--- config.mk ---
export PLATFORM = sky130hd
export DESIGN_NAME = irq_arbiter
export DESIGN_NICKNAME = d
export VERILOG_FILES = /design/src/rtl/irq_arbiter.sv
export SDC_FILE = /design/constraint.sdc
export NUM_CORES = 1
export LEC_CHECK = 0
export CAP_MARGIN = 25
export CORE_AREA = 2 2 49 51
export CTS_BUF_LIST = sky130_fd_sc_hd__clkbuf_4 sky130_fd_sc_hd__clkbuf_8
export DETAILED_ROUTE_END_ITERATION = 16
export DIE_AREA = 0 0 51 53
export MAX_ROUTING_LAYER = met4
export PLACE_DENSITY = 0.79
export SETUP_SLACK_MARGIN = 0.05
export SYNTH_ARGS = -nofsm -noshare
export SYNTH_HDL_FRONTEND = slang
export SYNTH_SLANG_ARGS = --single-unit
--- constraint.sdc ---
create_clock -name clk -period 1.1 [get_ports clk]
set_input_delay 0.22 -clock clk [delete_from_list [all_inputs] [get_ports clk]]
set_output_delay 0.22 -clock clk [all_outputs]
set_load 0.05 [all_outputs]
--- src/rtl/irq_arbiter.sv ---
// Fixed-priority interrupt arbiter with request/ack handshake and no nesting.
// Define IRQ_EDGE_DETECT_EN for edge capture with sticky pending; default is level mode.
module irq_arbiter #(
    parameter int NUM_SRC = 4,
    parameter int ID_W    = $clog2(NUM_SRC)
) (
    input  logic               clk,
    input  logic               rst,
    input  logic [NUM_SRC-1:0] irq_src,
    input  logic [NUM_SRC-1:0] mie_mask,
    input  logic               mstatus_mie,
    input  logic               trap_ack,
    input  logic               mret_done,
    output logic               interrupt,
    output logic [ID_W-1:0]    irq_id,
    output logic [31:0]        irq_cause,
    output logic [NUM_SRC-1:0] pending,
    output logic               in_service
);

    localparam logic [1:0] IDLE    = 2'd0;
    localparam logic [1:0] REQ     = 2'd1;
    localparam logic [1:0] SERVICE = 2'd2;

    logic [1:0]         state;
    logic [NUM_SRC-1:0] eligible;
    logic [ID_W-1:0]    winner;

    assign eligible = mstatus_mie ? (pending & mie_mask) : '0;

    // Scan high to low so the lowest set index is the one left standing.
    always_comb begin
        winner = '0;
        for (int i = NUM_SRC - 1; i >= 0; i--) begin
            if (eligible[i]) begin
                winner = ID_W'(i);
            end
        end
    end

`ifdef IRQ_EDGE_DETECT_EN
    logic [NUM_SRC-1:0] src_hist;
    logic [NUM_SRC-1:0] set_mask;
    logic [NUM_SRC-1:0] clr_mask;

    assign set_mask = irq_src & ~src_hist;

    always_comb begin
        clr_mask = '0;
        if (state == REQ && trap_ack) begin
            clr_mask[irq_id] = 1'b1;
        end
    end

    // A fresh edge on the bit being acknowledged survives the clear.
    always_ff @(posedge clk or negedge rst) begin
        if (!rst) begin
            src_hist <= '0;
            pending  <= '0;
        end else begin
            src_hist <= irq_src;
            pending  <= (pending & ~clr_mask) | set_mask;
        end
    end
`else
    always_ff @(posedge clk or negedge rst) begin
        if (!rst) begin
            pending <= '0;
        end else begin
            pending <= irq_src;
        end
    end
`endif

    always_ff @(posedge clk or negedge rst) begin
        if (!rst) begin
            state  <= IDLE;
            irq_id <= '0;
        end else begin
            case (state)
                IDLE: begin
                    if (|eligible) begin
                        irq_id <= winner;
                        state  <= REQ;
                    end
                end
                REQ: begin
                    // Acknowledge beats withdrawal when both land together.
                    if (trap_ack) begin
                        state <= SERVICE;
                    end else if (!eligible[irq_id]) begin
                        state <= IDLE;
                    end
                end
                SERVICE: begin
                    if (mret_done) begin
                        state <= IDLE;
                    end
                end
                default: state <= IDLE;
            endcase
        end
    end

    assign interrupt  = (state == REQ);
    assign in_service = (state == SERVICE);
    assign irq_cause  = {1'b1, 31'(32'd16 + 32'(irq_id))};

endmodule

==> run_results.csv <==
group,metric,value,unit
status,status,"finished with violations",
status,violations,"setup timing",
synth,synth_seq_cells,8,
pwr,p_int,0.0009817,W
clocking,numCtsBuffers,3,
global_route,grt_max_degree,9,
critical_path,r2r_start,"pending[3]",
place,dpl.hpwl,1029,um
synth,ys_types,18,
drt,vias,504,
sta,grt_setup_unrepaired,"true",
critical_path,arrival,1010,ps
layout,design_area,1041,sq um
floorplanning,ios,53,
critical_path,reg2reg_depth,3,
clocking,clk_latency,250,ps
sta,max_freq,0.8130,GHz
clocking,cts_sinks,8,
pwr,power_density,1734,nW/um^2
clocking,htree_levels,1,
drt,wl_per_cell,10.97,um
floorplanning,die_y,53,um
pwr,seqPwrFrac,0.232,
place,place_congestion,0.8465,
layout,layout_common_cells,"conb_1 (30), buf_12 (10), clkdlybuf4s50_1 (8), dfrtp_2 (8), buf_4 (8)",
place,io_buffers,22,
place,post-place-ws,-363.6,ps
floorplanning,start_util,0.2801,
synth,synth_cells,63,
clocking,clockBufferDepth,2,
layout,post-route-util,0.4846,
critical_path,startpoint,"state[0]",
sta,layout_min_cycle_time,1230,ps
run,maxCapViolCount,0,
sta,fin_ws,-130.0,ps
global_route,overflow,0,
sta,hold_viol_final,0,
synth,syn_area,601.8,sq um
synth,ys_seq_area_frac,0.3326,
layout,diodes,0,
clocking,clock-root-buffer,"clkbuf_4",
pwr,p_sw,0.0008235,W
critical_path,critical_path_peak_fanout,4,
critical_path,r2r_slack,-70,ps
layout,drive_above_1_share,0.4694,
pwr,p_comb_frac,0.620,
floorplanning,die-width,51,um
layout,mostFrequentLayoutCell,"conb_1",
drt,drc,0,
sta,fin_crit_sh,1.118,
sta,fin_skew,1.566,ps
pwr,netSwitchingFraction,0.4562,
clocking,hold_buffers,0,
clocking,cts_tree,"yes",
global_route,grt_pass1_vias,515,
pwr,pwr-share-clk,0.148,
synth,yosysWarningCount,0,
floorplanning,core_area,2148,sq um
place,post-place-cells,117,
layout,fill_cells,190,
layout,syn_to_final_growth,72.97,%
clocking,cts.clk_slew.worst_paths,60,ps
sta,final_max_slew_viol_count,0,
layout,stdcell_count,126,
floorplanning,die_area,2703,sq um
critical_path,crit_path_end_kind,"primary output",
synth,postSynthAreaPerCell,9.553,sq um
global_route,antenna_found_initial,0,
layout,num-nets-final,112,
pwr,power_leakage,0.4835,nW
critical_path,crit_path_start_kind,"register",
drt,firstDrtPassIters,4,
drt,vias_per_cell,4.000,
drt,ant_nets,0,
floorplanning,row_count,17,
drt,drt_iter0_drc,2,
pwr,vdd_drop_max,1.266,mV
critical_path,required,880,ps
place,placed_area,914.6,sq um
drt,routed_wl,1382,um
global_route,grt_pass1_wl,2118,um
global_route,grt.total_usage,0.1127,
critical_path,criticalPathCategory,"reg -> out",
critical_path,r2r_end,"state[0]",
critical_path,crit_end,"interrupt",
min_path,hp-class,"in -> async",
sta,setup_viol,13,
## registers in the layout, indices dropped and copies added (netlist names)
register  cells
pending       4
state         2
irq_id        2
## critical path, stage by stage (launching register included)
cell and delay [ps]:
dfrtp_2 410, nor2b_4 200, buf_12 150
## metal layers
metal  global-route usage  routed length, um  part of all wire
met1               0.1057                438              0.32
met5                    -                  0                 0
met3              0.03390                164              0.12
met2               0.2165                754              0.55
met4              0.04054                 23             0.017
## power by group through the flow
stage	combinational, W	sequential (W)	clock [W]
after CTS	0.00111	0.000417	0.000276
after global routing	0.00116	0.000425	0.000299
after global placement	0.00103	0.000417	0
after detailed placement	0.00104	0.000419	0
after floorplan	0.000596	0.000519	0
final	0.00112	0.000419	0.000268
## kinds of logic (layout without fill, tap and decap cells)
| group | after synthesis | after routing | synth area share |
|---|---|---|---|
| buf+inv | 34 | 41 | 0.4116 |
| compound gates | 9 | 9 | 0.1351 |
| simple gates | 9 | 9 | 0.07068 |
| flops | 8 | 8 | 0.3326 |
| other cells | 2 | 30 | 0.01248 |
| mux | 1 | 1 | 0.03742 |
## how the worst min path moves through the flow
stage / start / slack (ps) / cells past startpoint / end
final: rst / 250 / 1 / pending[3]
after global routing: rst / 270 / 1 / pending[3]
after CTS: rst / 260 / 1 / pending[3]
after detailed placement: rst / 530 / 1 / state[1]
after global placement: rst / 520 / 1 / state[1]
after floorplan: rst / -80 / 0 / irq_id[0]
## area by class of cell
type                    instances  area, sq um  area share
clock buffers                   4        30.03     0.02885
inverters                       2        7.507    0.007212
multi-input cells              49        326.6      0.3137
flip-flops and latches          8        210.2      0.2019
well taps                      28        35.03     0.03365
repair buffers                 35        431.7      0.4147
## cells in the mapped netlist
cell,n,area share
dfrtp_1,8,0.33
o2bb2ai_2,1,0.025
a32oi_1,1,0.015
buf_4,32,0.40
conb_1,2,0.012
nor2_1,1,0.0062
mux4_2,1,0.037
inv_2,1,0.0062
nand2_1,5,0.031
nand3b_1,1,0.012
inv_1,1,0.0062
a41oi_1,1,0.015
a21oi_1,1,0.0083
nor2b_1,2,0.021
o22a_1,1,0.015
a2bb2oi_1,1,0.015
a22o_1,1,0.015
a2111oi_0,2,0.029
## stage by stage
stage	hold WS, ps	power (W)	setup TNS (ps)
3_3_place_gp	522.4	0.001447	-986.1
5_1_grt	270.4	0.001884	-1162
4_1_cts	255.1	0.001800	-713.7
3_5_place_dp	527.6	0.001458	-1062
6_report	248.0	0.001805	-705.4
2_1_floorplan	-75.59	0.001115	-426.7
## repair_timing
action	in CTS	in global routing
gates resized for setup	16	2
setup endpoints to repair	13	14
setup buffers	5	0
cloned	0	0
pin swaps	3	3
Power figures use the tool's default switching activity.
